<file path="src/rtl/bus_pkg.sv">
// Shared types for the bus master multiplexer: master count, FSM states and owner index.
package bus_pkg;

    localparam int NUM_MASTERS = 4;

    typedef enum logic [1:0] {
        IDLE  = 2'd0,
        ISSUE = 2'd1,
        DONE  = 2'd2
    } state_t;

    typedef logic [$clog2(NUM_MASTERS)-1:0] owner_t;

endpackage

</file>
<file path="src/rtl/onehot_enc4.sv">
// Four-bit one-hot to index encoder; onehot flags that exactly one input bit is set.
module onehot_enc4
    import bus_pkg::*;
(
    input  logic [3:0] vec,
    output owner_t     idx,
    output logic       onehot
);

    // NOTE: every output gets a default before the case so no latch is inferred.
    always_comb begin
        idx    = '0;
        onehot = 1'b0;
        case (vec)
            4'b0001: begin idx = 2'd0; onehot = 1'b1; end
            4'b0010: begin idx = 2'd1; onehot = 1'b1; end
            4'b0100: begin idx = 2'd2; onehot = 1'b1; end
            4'b1000: begin idx = 2'd3; onehot = 1'b1; end
            default: ;
        endcase
    end

endmodule

</file>
<file path="src/rtl/bus_master_mux.sv">
// Routes one granted master at a time onto a shared request/ready bus, with
// per-transfer timeout, refusal of overlapping grants and a sticky multi-hot flag.
module bus_master_mux
    import bus_pkg::*;
#(
    parameter int AW      = 8,
    parameter int DW      = 8,
    parameter int TIMEOUT = 15
) (
    input  logic                      clk,
    input  logic                      reset,
    input  logic [NUM_MASTERS-1:0]    grant,
    input  logic [NUM_MASTERS*AW-1:0] m_addr,
    input  logic [NUM_MASTERS*DW-1:0] m_wdata,
    input  logic [NUM_MASTERS-1:0]    m_we,
    output logic [NUM_MASTERS-1:0]    m_done,
    output logic [NUM_MASTERS-1:0]    m_err,
    output logic [NUM_MASTERS-1:0]    m_drop,
    output logic [DW-1:0]             m_rdata,
    output logic                      bus_valid,
    output logic [AW-1:0]             bus_addr,
    output logic [DW-1:0]             bus_wdata,
    output logic                      bus_we,
    input  logic                      bus_ready,
    input  logic [DW-1:0]             bus_rdata,
    output owner_t                    owner,
    output logic                      busy,
    output logic                      grant_err
);

    localparam logic [7:0] TO_LAST = 8'(TIMEOUT - 1);

    state_t                  state_q, state_d;
    owner_t                  owner_q, owner_d;
    logic [AW-1:0]           addr_q, addr_d;
    logic [DW-1:0]           wdata_q, wdata_d;
    logic                    we_q, we_d;
    logic [DW-1:0]           rdata_q, rdata_d;
    logic [7:0]              cnt_q, cnt_d;
    logic                    abort_q, abort_d;
    logic [NUM_MASTERS-1:0]  drop_q, drop_d;
    logic                    gerr_q, gerr_d;

    owner_t                  enc_idx;
    logic                    enc_onehot;
    logic                    grant_multi;
    logic [AW-1:0]           sel_addr;
    logic [DW-1:0]           sel_wdata;
    logic                    sel_we;
    logic [NUM_MASTERS-1:0]  owner_vec;

    onehot_enc4 u_enc (
        .vec    (grant),
        .idx    (enc_idx),
        .onehot (enc_onehot)
    );

    assign grant_multi = (grant != '0) && !enc_onehot;

    always_comb begin
        sel_addr  = '0;
        sel_wdata = '0;
        sel_we    = 1'b0;
        for (int i = 0; i < NUM_MASTERS; i++) begin
            if (owner_t'(i) == enc_idx) begin
                sel_addr  = m_addr[i*AW +: AW];
                sel_wdata = m_wdata[i*DW +: DW];
                sel_we    = m_we[i];
            end
        end
    end

    always_comb begin
        state_d = state_q;
        owner_d = owner_q;
        addr_d  = addr_q;
        wdata_d = wdata_q;
        we_d    = we_q;
        rdata_d = rdata_q;
        cnt_d   = cnt_q;
        abort_d = abort_q;
        drop_d  = '0;
        gerr_d  = gerr_q | grant_multi;
        case (state_q)
            IDLE: begin
                if (enc_onehot) begin
                    owner_d = enc_idx;
                    addr_d  = sel_addr;
                    wdata_d = sel_wdata;
                    we_d    = sel_we;
                    cnt_d   = '0;
                    abort_d = 1'b0;
                    state_d = ISSUE;
                end
            end
            ISSUE: begin
                if (enc_onehot) drop_d = grant;
                // Ready wins over a timeout landing on the same cycle.
                if (bus_ready) begin
                    rdata_d = bus_rdata;
                    abort_d = 1'b0;
                    state_d = DONE;
                end else if (cnt_q == TO_LAST) begin
                    abort_d = 1'b1;
                    state_d = DONE;
                end else begin
                    cnt_d = cnt_q + 8'd1;
                end
            end
            DONE: begin
                if (enc_onehot) drop_d = grant;
                state_d = IDLE;
            end
            default: state_d = IDLE;
        endcase
    end

    // NOTE: state registers use non-blocking assignments so all flops update together.
    always_ff @(posedge clk) begin
        if (reset) begin
            state_q <= IDLE;
            owner_q <= '0;
            addr_q  <= '0;
            wdata_q <= '0;
            we_q    <= 1'b0;
            rdata_q <= '0;
            cnt_q   <= '0;
            abort_q <= 1'b0;
            drop_q  <= '0;
            gerr_q  <= 1'b0;
        end else begin
            state_q <= state_d;
            owner_q <= owner_d;
            addr_q  <= addr_d;
            wdata_q <= wdata_d;
            we_q    <= we_d;
            rdata_q <= rdata_d;
            cnt_q   <= cnt_d;
            abort_q <= abort_d;
            drop_q  <= drop_d;
            gerr_q  <= gerr_d;
        end
    end

    assign owner_vec = {{(NUM_MASTERS-1){1'b0}}, 1'b1} << owner_q;

    assign m_done    = (state_q == DONE && !abort_q) ? owner_vec : '0;
    assign m_err     = (state_q == DONE &&  abort_q) ? owner_vec : '0;
    assign m_drop    = drop_q;
    assign m_rdata   = rdata_q;
    assign bus_valid = (state_q == ISSUE);
    assign bus_addr  = addr_q;
    assign bus_wdata = wdata_q;
    assign bus_we    = we_q;
    assign owner     = owner_q;
    assign busy      = (state_q != IDLE);
    assign grant_err = gerr_q;

endmodule

</file>
<file path="config.mk">
export PLATFORM = sky130hd
export DESIGN_NAME = bus_master_mux
export DESIGN_NICKNAME = d
export VERILOG_FILES = /design/src/rtl/bus_pkg.sv /design/src/rtl/onehot_enc4.sv /design/src/rtl/bus_master_mux.sv
export SDC_FILE = /design/constraint.sdc
export NUM_CORES = 1
export LEC_CHECK = 0
export CORE_ASPECT_RATIO = 0.8
export CORE_MARGIN = 1.5
export CORE_UTILIZATION = 35
export DETAILED_ROUTE_END_ITERATION = 8
export GPL_ROUTABILITY_DRIVEN = 0
export GPL_TIMING_DRIVEN = 0
export MAX_ROUTING_LAYER = met4
export PLACE_DENSITY = 0.76
export REMOVE_ABC_BUFFERS = 1
export SKIP_CTS_REPAIR_TIMING = 1
export SYNTH_ARGS = -nofsm -noshare
export SYNTH_HDL_FRONTEND = slang
export SYNTH_SLANG_ARGS = --single-unit
export TNS_END_PERCENT = 100
</file>
<file path="constraint.sdc">
create_clock -name clk -period 1.7 [get_ports clk]
set_input_delay 0.425 -clock clk [delete_from_list [all_inputs] [get_ports clk]]
set_output_delay 0.425 -clock clk [all_outputs]
set_load 0.02 [all_outputs]
</file>
==> Word-level counts from Yosys, hierarchy flattened <==
Cells that the tools add are included.
{ "word_totals": {"ff_bits": 43, "in_bits": 83, "output_inout_bits": 42, "elab_cells": 75} }
{ "classes": {"n_addsub": 1, "eq_ne": 14, "shift": 1, "muxes": 28, "bitwise": 3, "reduce_logical": 18} }
{ "op_table": {"columns": ["cell", "n"], "rows": [
  ["$mux W8", 11],
  ["$pmux W8 S2", 1],
  ["$add A8 B1 Y8 const B", 1],
  ["$eq A8 B4 Y1 const B", 1],
  ["$mux W1", 8],
  ["$mux W4", 2],
  ["$mux W2", 3],
  ["$ne A2 B2 Y1 const B", 3],
  ["$pmux W2 S3", 1],
  ["$reduce_and A2 Y1", 3],
  ["$eq A2 B2 Y1 const A", 2],
  ["$eq A4 B1 Y1 const B", 1],
  ["$eq A4 B2 Y1 const B", 1],
  ["$eq A4 B3 Y1 const B", 1],
  ["$eq A4 B4 Y1 const B", 1],
  ["$logic_not A2 Y1", 2],
  ["$pmux W2 S2", 1],
  ["$reduce_and A4 Y1", 1],
  ["$reduce_bool A2 Y1", 2],
  ["$reduce_bool A4 Y1", 1],
  ["$reduce_or A4 Y1", 1],
  ["$shl A1 B2 Y4 const A", 1],
  ["$logic_and A1 B1 Y1", 3],
  ["$ne A3 B1 Y1 const B", 1],
  ["10 further kinds", 12]
]} }

==> Logic depth before layout (Yosys ltp) <==
Gate-level depths: netlist of run 1.
{ "depth": {"depth_word": 7, "depth_mapped": 8, "depth_no_buf": 7} }

==> Cells and area by module <==
Synthesis of run 1 repeated with hierarchy kept, for this count alone.
{ "hier_totals": {"cells_unflattened": 253, "hier_area_um2": 2253.4} }
{ "modules_own_cells": {"columns": ["mod", "instances", "cells_each", "area_per_inst_um2", "seq_area_each_um2"], "rows": [
  ["bus_master_mux", 1, 245, 2199.6, 860.8],
  ["onehot_enc4", 1, 8, 53.8, 0.0]
]} }

==> Worst setup path before layout of run 1 <==
No wires, ideal clock.
{ "synth_timing": {"path_kind": "reg-to-reg", "startpoint": "register state_q[1]", "endpoint": "register cnt_q[3]", "setup_ns": 0.071, "arrival_time_ns": 1.855, "t_required_ns": 1.629, "setup_slack_ns": -0.226, "stages_incl_launch_ff": 9, "n_path_buf": 1, "synth_period_minus_slack_ns": 1.926, "cell_sequence": "dfxtp_1 -> inv_1 -> ha_1 -> and2_1 -> clkbuf_1 -> a31oi_1 -> nand4_1 -> or4_1 -> a21oi_1"} }
{ "synth_between": {"elab_chain_cells": 3, "elab_cells_between_ends": 8, "cone_classes": "eq/ne (4); mux (1); reduce/logical (3)"} }
{ "synth_lines": {"columns": ["item", "line_no", "rtl"], "rows": [
  ["start, declared", "bus_master_mux.sv:33", "state_t state_q, state_d;"],
  ["start signal, assigned", "bus_master_mux.sv:132", "state_q <= state_d;"],
  ["$eq A2 B1 Y1 *", null, null],
  ["net bus_valid", "bus_master_mux.sv:20", "output logic bus_valid,"],
  ["$ne A2 B2 Y1 (no source line) or $reduce_bool A2 Y1 (tied branches)", null, null],
  ["$reduce_and A4 Y1 (no source line)", null, null],
  ["end signal, assigned", "bus_master_mux.sv:138", "cnt_q <= cnt_d;"],
  ["end, declared", "bus_master_mux.sv:39", "logic [7:0] cnt_q, cnt_d;"]
]} }
Mark *: on every way through the listed nets, which the timed path passes. The rest lies on a longest branch.
A chain may end at the register's enable or synchronous reset.

==> Worst setup path after layout of run 1 <==
{ "layout_timing": {"startpoint": "register cnt_q[0]", "endpoint": "register cnt_q[3]"} }
{ "layout_between": {"elab_chain_cells": 4, "elab_cells_between_ends": 7, "cone_classes": "add/sub (1); eq/ne (2); mux (3); reduce/logical (1)"} }
{ "layout_lines": {"columns": ["item", "line_no", "rtl"], "rows": [
  ["$add A8 B1 Y8", "bus_master_mux.sv:107", "cnt_d = cnt_q + 8'd1;"],
  ["$mux W8", "bus_master_mux.sv:103", "end else if (cnt_q == TO_LAST) begin"],
  ["$mux W8", "bus_master_mux.sv:99", "if (bus_ready) begin"],
  ["$pmux W8 S2", "bus_master_mux.sv:84", "case (state_q)"]
]} }
Several ways; a longest one is shown, not always the timed one. The select of a mux whose other input is x is not followed.

==> results of run 1 <==
==> worst max path at each step <==
stage / from / end / depth (start not counted)
after floorplan: grant[0] / cnt_q[2] / 5
after global placement: grant[3] / bus_addr[6] / 6
after detailed placement: grant[3] / bus_addr[6] / 6
after CTS: grant[3] / bus_addr[6] / 6
after global routing: cnt_q[0] / cnt_q[3] / 7
final: cnt_q[0] / cnt_q[3] / 7
==> critical path, delay by kind of cell (launching register included) <==
family | cells | cell delay, ns
flops | 1 | 0.41
simple gates | 3 | 0.88
buf+inv | 1 | 0.05
compound gates | 2 | 0.29
fa+ha+maj | 1 | 0.15
==> layer usage <==
metal / part of all wire (%) / wire length (um)
met5: 0 / 0
met3: 11 / 872
met4: 0.63 / 51
met1: 42 / 3380
met2: 47 / 3800
==> stage by stage <==
| stage | instances | setup WS, ns | utilization, % |
|---|---|---|---|
| after global routing | 506 | -0.205 | 64.6 |
| after detailed placement | 479 | -1.36 | 55.7 |
| after floorplan | 271 | -0.297 | - |
| final | 506 | -0.142 | 64.6 |
| after global placement | 479 | -1.34 | 55.7 |
| after CTS | 487 | -1.05 | 57.0 |
==> layout make-up <==
class	instances	area, sq um	share of cell area (%)
timing repair buffer	141	1450	35.3
tap	84	105	2.55
multi-input combinational	222	1560	37.8
clock buffer	5	68.8	1.67
inverter	8	37.5	0.911
clock inverter	3	20.0	0.486
sequential	43	876	21.3
==> registers in the layout, summed over array words and instances, names as in the netlist <==
name / count
abort_q: 1
owner: 2
state_q: 2
m_rdata: 8
cnt_q: 8
bus_wdata: 8
grant_err: 1
bus_we: 1
bus_addr: 8
m_drop: 4
==> where the power goes <==
group          internal, mW  total [mW]  switching, mW  leakage (nW)
clock                 0.286       0.668          0.382        0.0402
sequential             1.11        1.19         0.0775         0.353
combinational         0.684        1.42          0.739          1.63
==> logic make-up (layout without fill, tap and decap cells) <==
kind of cell	Yosys count	in the layout	synth area share [%]
AO/OA/AOI/OAI	93	93	28.2
AND/OR/NAND/NOR	118	120	24.0
buffers and inverters	25	157	5.55
flip-flops	43	43	37.4
adder cells (fa/ha/maj)	7	7	3.70
XOR/XNOR	2	2	1.09
==> layout by cell type, fill, tap and decap left out, types with 3 or more instances in the layout <==
cell type / n
clkdlybuf4s50_1: 78
nand2_1: 56
dfxtp_1: 37
dlymetal6s2s_1: 33
a31oi_1: 18
o22ai_1: 17
a22o_1: 17
buf_4: 17
a21oi_1: 16
nor2_1: 14
nor2_4: 6
buf_6: 6
inv_1: 5
and2_1: 5
clkbuf_8: 5
clkbuf_2: 5
o21ai_0: 4
nand4_1: 4
ha_4: 4
inv_4: 3
nand2b_1: 3
nor3_4: 3
nand3b_1: 3
dfxtp_2: 3
dfxtp_4: 3
==> flow_summary.json, run 1 <==
{
  "overflow": 0,
  "cts_tree": "done",
  "antenna_cells": 0,
  "grt_max_degree": 23,
  "synthTopCellsByArea": "dfxtp_1, nand2_1, a22o_1, a31oi_1, o22ai_1",
  "cp_max_fo": 8,
  "violations": "negative setup slack",
  "syn_avg_cell_area_sq_um": 7.99,
  "ff2ff_setup_slack_ns": -0.14,
  "hold_path.class": "flip-flop to flip-flop",
  "final.period_utilization_pct": 108,
  "worstMarginPinSlew_ns": 0.897,
  "min_to": "m_rdata[4]",
  "min_period_ns": 1.84,
  "die-area_sq_um": 7070,
  "use_met1_pct": 26.0,
  "io_pins": 125,
  "max_freq_mhz": 543,
  "finalPower_mw": 3.28,
  "finalWorstSetupSlack_ns": -0.142,
  "num_vias": 2720,
  "crit_chain": "inv_4, ha_4, and4b_1, a31oi_4, nand4_1, or4_1, a21oi_1",
  "end_kind": "flip-flop",
  "rsz0062_at_grt": "true",
  "drv_slew": 0,
  "die_h_um": 75.5,
  "h-tree-depth": 2,
  "die_w_um": 93.6,
  "hp-start": "m_rdata[4]",
  "finalHoldViolCount": 0,
  "cts_sinks": 43,
  "synth_commonest_cells": "nand2_1, dfxtp_1, nor2_1",
  "post-route-cell-area_sq_um": 4120,
  "synth_cell_types": 50,
  "reg2reg_from": "cnt_q[0]",
  "synthCells": 288,
  "antenna_left": 0,
  "synth.yosys.seq_area_share_pct": 37.4,
  "grt_pass1_wl_um": 11300,
  "nets": 510,
  "async_flop_share_pct": 0,
  "numCtsBuffers": 5,
  "irDropWorstVdd_uv": 485,
  "drive_above_1_share_pct": 20.9,
  "netlist.area_leader.share_pct": 37.4,
  "drt_iter0_drc": 214,
  "grt_util_met3_pct": 6.99,
  "ys_ff_latch": 43,
  "path_clk_slew_ns": 0.09,
  "fin_skew_ns": 0.00942,
  "routed_wl_um": 8110,
  "maxCapViolations": 0,
  "first_pass_iters": 4,
  "top_usage_layer": "met2",
  "ff2ff_path_depth": 7,
  "start_util_pct": 36.1,
  "cp.arrival_ns": 2.08,
  "p_leak_nw": 2.03,
  "yosys.area.top_type": "dfxtp_1",
  "synth_area_sq_um": 2300,
  "fin_setup_tns_ns": -0.475,
  "met2_usage_pct": 32.9,
  "fillers": 527,
  "grt_pass1_vias": 2323,
  "syn2layout_area_growth_pct": 79.1,
  "place_area_sq_um": 3550,
  "grt_usage_pct": 21.1,
  "clockBufferDepth": 2,
  "io_buffers": 124,
  "setup_viol": 11,
  "outcome": "finished, violations left",
  "core_sq_um": 6380,
  "crit_required_ns": 1.94,
  "reg2reg_to": "cnt_q[3]",
  "cts_root_buffer": "clkbuf_8",
  "maxSlewHeadroom_pct": 40.1,
  "critPathKind": "flip-flop to flip-flop",
  "synth_most_common_cell": "nand2_1",
  "row_count": 26,
  "clkLatencyLatePin_ns": 0.30,
  "ys_dominant_reg_cell": "dfxtp_1",
  "hold_slack_ns": 0.460,
  "dpl.hpwl_um": 5210,
  "worst_path_max_delay_cell": "or4_1",
  "holdPathStages": 2,
  "power_density_nw_per_um2": 797,
  "wl_per_cell_um": 16.0,
  "antenna_found_initial": 0,
  "crit_path_max_incr_delay_ns": 0.54,
  "ys.warnings.count": 0,
  "worst_setup_path_start_kind": "flip-flop",
  "vias_per_cell": 5.38,
  "drc": 0,
  "synth_edf_count": 0
}
(Power assumes the default switching activity.)
==> run 2: changes to the inputs <==
CORE_ASPECT_RATIO = default   (was 0.8)
==> flow_summary.json, run 2 (synthesized netlist as in run 1, its figures left out) <==
{
  "overflow": 0,
  "finalWorstSetupSlack_ns": -0.112,
  "rsz0062_at_grt": "true",
  "grt_pass1_wl_um": 12000,
  "first_pass_iters": 4,
  "cp.arrival_ns": 2.04,
  "post-route-cell-area_sq_um": 4170,
  "fin_setup_tns_ns": -0.167,
  "hold_path.class": "primary input to flip-flop",
  "nets": 522,
  "pwr-share-seq_pct": 34.5,
  "drive_above_1_share_pct": 21.2,
  "pwr-share-comb_pct": 47.0,
  "finalPower_mw": 3.44,
  "finalHoldViolCount": 0,
  "wl_per_cell_um": 17.0,
  "cts_tree": "done",
  "clkPwrFrac_pct": 18.5,
  "max_freq_mhz": 552,
  "cp_max_fo": 3,
  "core_sq_um": 6350,
  "grt_max_degree": 23,
  "irDropWorstVdd_uv": 530,
  "setup_viol": 6,
  "final_cell_mix": "clkdlybuf4s50_1, nand2_1, dfxtp_1, dlymetal6s2s_1, buf_4",
  "fin_cells": 511,
  "placed_cells": 472,
  "place_area_sq_um": 3540,
  "die_w_um": 84.1,
  "io_pins": 125,
  "path_clk_slew_ns": 0.08,
  "power_density_nw_per_um2": 826,
  "min_period_ns": 1.81,
  "die_h_um": 84.1,
  "die-area_sq_um": 7070,
  "syn2layout_area_growth_pct": 81.1,
  "net-switching-power_mw": 1.22,
  "layout_commonest_cell": "clkdlybuf4s50_1",
  "antenna_found_initial": 0,
  "hp-start": "grant[2]",
  "p_leak_nw": 2.00,
  "numCtsBuffers": 5,
  "row_count": 29,
  "clockBufferDepth": 2,
  "min_to": "m_drop[2]",
  "worstMarginPinSlew_ns": 0.899,
  "grt_pass1_vias": 2491,
  "crit_required_ns": 1.93,
  "clkLatencyLatePin_ns": 0.30,
  "fillers": 505,
  "grt_usage_pct": 21.6,
  "antenna_left": 0,
  "intPower_mw": 2.22,
  "maxCapViolations": 0,
  "final.period_utilization_pct": 107,
  "drv_slew": 0,
  "switching_share_pct": 35.3,
  "antenna_cells": 0,
  "reg2reg_to": "cnt_q[3]",
  "holdPathStages": 2,
  "maxSlewHeadroom_pct": 40.0,
  "h-tree-depth": 2,
  "ff2ff_setup_slack_ns": -0.11,
  "cts_root_buffer": "clkbuf_8",
  "worst_setup_path_start_kind": "flip-flop",
  "violations": "negative setup slack",
  "drc": 0,
  "reg2reg_from": "cnt_q[0]",
  "fin_skew_ns": 0.00674,
  "critPathKind": "flip-flop to flip-flop",
  "io_buffers": 124,
  "ff2ff_path_depth": 7,
  "drt_iter0_drc": 142,
  "routed_wl_um": 8690,
  "vias_per_cell": 5.44,
  "num_vias": 2781,
  "end_kind": "flip-flop",
  "dpl.hpwl_um": 5550,
  "outcome": "finished, violations left",
  "cts_sinks": 43,
  "start_util_pct": 36.2,
  "place_ws_ns": -1.38
}
-- run 2: changes by cell type in the layout (fill, tap and decap cells not counted), moves of 3 or more --
cell	before	now
nor2_1	14	18
buf_6	6	3
buf_4	17	29
clkdlybuf4s50_1	78	84
dlymetal6s2s_1	33	29
nor2_4	6	2
-- run 2: power groups by stage --
stage / registers [mW] / clock network [mW] / logic [mW]
global placement: 1.18 / 0 / 1.13
CTS: 1.17 / 0.640 / 1.16
floorplan: 1.28 / 0 / 0.491
global route: 1.20 / 0.709 / 1.72
finish: 1.19 / 0.636 / 1.62
detailed placement: 1.19 / 0 / 1.15
-- run 2: area by class of cell --
| class | instances | area [sq um] | area share, % |
|---|---|---|---|
| Timing Repair Buffer | 153 | 1550 | 37.1 |
| Multi-Input combinational cell | 222 | 1520 | 36.5 |
| Sequential cell | 43 | 877 | 21.1 |
| Tap cell | 77 | 96.3 | 2.31 |
| Clock buffer | 7 | 76.3 | 1.83 |
| Inverter | 8 | 43.8 | 1.05 |
| Clock inverter | 1 | 5.00 | 0.120 |
-- run 2: worst max path at each step --
stage | startpoint | end | cells after the start
after floorplan | grant[0] | cnt_q[2] | 5
after global placement | grant[3] | bus_addr[6] | 6
after detailed placement | grant[0] | bus_addr[6] | 6
after CTS | grant[0] | bus_addr[6] | 6
after global routing | state_q[1] | cnt_q[3] | 7
final | cnt_q[0] | cnt_q[3] | 7
-- run 2: critical path: stages (launching register included) --
cell     delay (ns)
dfxtp_4        0.37
inv_4          0.04
ha_4           0.14
and4b_1        0.23
a31oi_4        0.17
nand4_1        0.12
or4_1          0.54
a21oi_1        0.13
-- run 2: routing by layer --
metal  vias to the layer above  track usage, %  wire length [um]
met3                        10            6.33               725
met2                       139            37.7              4410
li1                       1335               -                 -
met5                         -               -                 0
met1                      1297            24.4              3440
met4                         0            4.92               112
-- run 2: stage by stage --
step | utilization [%] | hold slack, ns
global route | 65.6 | 0.449
CTS | 57.0 | 0.459
global placement | 55.7 | 0.441
floorplan | - | 0.465
finish | 65.6 | 0.445
detailed placement | 55.7 | 0.449
==> run 3: changes to the inputs <==
PLACE_DENSITY = default   (was 0.76)
PLACE_DENSITY_LB_ADDON = 0.08   (was default)
==> flow_summary.json, run 3 (synthesized netlist as in run 1, its figures left out) <==
{
  "min_to": "m_rdata[0]",
  "start_util_pct": 36.2,
  "grt_pass1_wl_um": 11500,
  "grt_pass1_vias": 2362,
  "crit_required_ns": 1.92,
  "finalWorstSetupSlack_ns": -0.0374,
  "rsz0062_at_grt": "true",
  "max_freq_mhz": 576,
  "die-area_sq_um": 7070,
  "setup_viol": 3,
  "power_density_nw_per_um2": 824,
  "startpoint": "state_q[0]",
  "path_clk_slew_ns": 0.08,
  "post-route-cell-area_sq_um": 4100,
  "hold_path.class": "flip-flop to flip-flop",
  "clkLatencyLatePin_ns": 0.29,
  "routed_wl_um": 8050,
  "finalHoldViolCount": 0,
  "antenna_left": 0,
  "io_buffers": 124,
  "drt_iter0_drc": 104,
  "final.period_utilization_pct": 102,
  "layout_commonest_cell": "clkdlybuf4s50_1",
  "h-tree-depth": 2,
  "violations": "negative setup slack",
  "min_period_ns": 1.74,
  "cts_sinks": 43,
  "holdPathStages": 2,
  "cts_root_buffer": "clkbuf_8",
  "hp-start": "m_rdata[0]",
  "maxCapViolations": 0,
  "outcome": "finished, violations left",
  "grt_max_degree": 23,
  "overflow": 0,
  "irDropWorstVdd_uv": 663,
  "worst_setup_path_start_kind": "flip-flop",
  "clockBufferDepth": 2,
  "grt_usage_pct": 20.3,
  "fin_setup_tns_ns": -0.0475,
  "p_leak_nw": 1.83,
  "drc": 0,
  "nets": 514,
  "fin_skew_ns": 0.00582,
  "syn2layout_area_growth_pct": 78.3,
  "cp.arrival_ns": 1.96,
  "antenna_cells": 0,
  "worstMarginPinSlew_ns": 0.919,
  "reg2reg_from": "state_q[0]",
  "ff2ff_path_depth": 7,
  "cts_tree": "done",
  "antenna_found_initial": 0,
  "io_pins": 125,
  "reg2reg_to": "cnt_q[3]",
  "numCtsBuffers": 5,
  "die_w_um": 84.1,
  "final_cell_mix": "clkdlybuf4s50_1, nand2_1, dfxtp_1, buf_4, dlymetal6s2s_1",
  "maxSlewHeadroom_pct": 38.6,
  "end_kind": "flip-flop",
  "num_vias": 2684,
  "vias_per_cell": 5.34,
  "ff2ff_setup_slack_ns": -0.04,
  "critPathKind": "flip-flop to flip-flop",
  "drv_slew": 0,
  "first_pass_iters": 4,
  "dpl.hpwl_um": 5280,
  "row_count": 29,
  "wl_per_cell_um": 16.0,
  "drive_above_1_share_pct": 21.8,
  "die_h_um": 84.1,
  "core_sq_um": 6350,
  "place_area_sq_um": 3540,
  "cp_max_fo": 9
}
-- run 3: layout make-up --
type | count | area, sq um
Clock buffer | 6 | 72.6
Clock inverter | 2 | 12.5
Fill cell | 543 | 2250
Inverter | 8 | 35.0
Multi-Input combinational cell | 221 | 1540
Sequential cell | 43 | 876
Tap cell | 77 | 96.3
Timing Repair Buffer | 146 | 1470
-- run 3: worst max-delay path by stage --
stage,endpoint,depth (start not counted)
after floorplan,cnt_q[2],5
after global placement,bus_addr[6],6
after detailed placement,bus_addr[6],6
after CTS,bus_addr[6],6
after global routing,cnt_q[3],7
final,cnt_q[3],7
-- run 3: worst max-delay path, stage by stage (launching register included) --
cell	delay [ns]
dfxtp_4	0.37
buf_6	0.11
ha_4	0.17
and2_4	0.18
a31oi_4	0.17
nand4_1	0.12
or4_1	0.41
a21oi_1	0.13
-- run 3: layer usage --
layer / track usage [%] / up-vias / wire (um)
li1: - / 1326 / -
met1: 24.7 / 1255 / 3470
met2: 34.4 / 99 / 3970
met3: 4.65 / 4 / 556
met4: 4.32 / 0 / 42
met5: - / - / 0
-- run 3: per-stage QoR --
stage          utilization, %  hold WS [ns]  cells  setup slack, ns  power, mW
5_1_grt                  64.6         0.477    503           -0.121       3.56
3_5_place_dp             55.7         0.448    472            -1.43       2.33
6_report                 64.6         0.452    503          -0.0374       3.38
4_1_cts                  57.1         0.460    480            -1.13       2.97
2_1_floorplan               -         0.465    271           -0.297       1.77
3_3_place_gp             55.7         0.441    472            -1.40       2.32
-- run 3: report_power, final --
group | switching, mW | total [mW] | internal (mW)
Combinational | 0.769 | 1.57 | 0.800
Clock | 0.342 | 0.629 | 0.287
Sequential | 0.0674 | 1.18 | 1.11
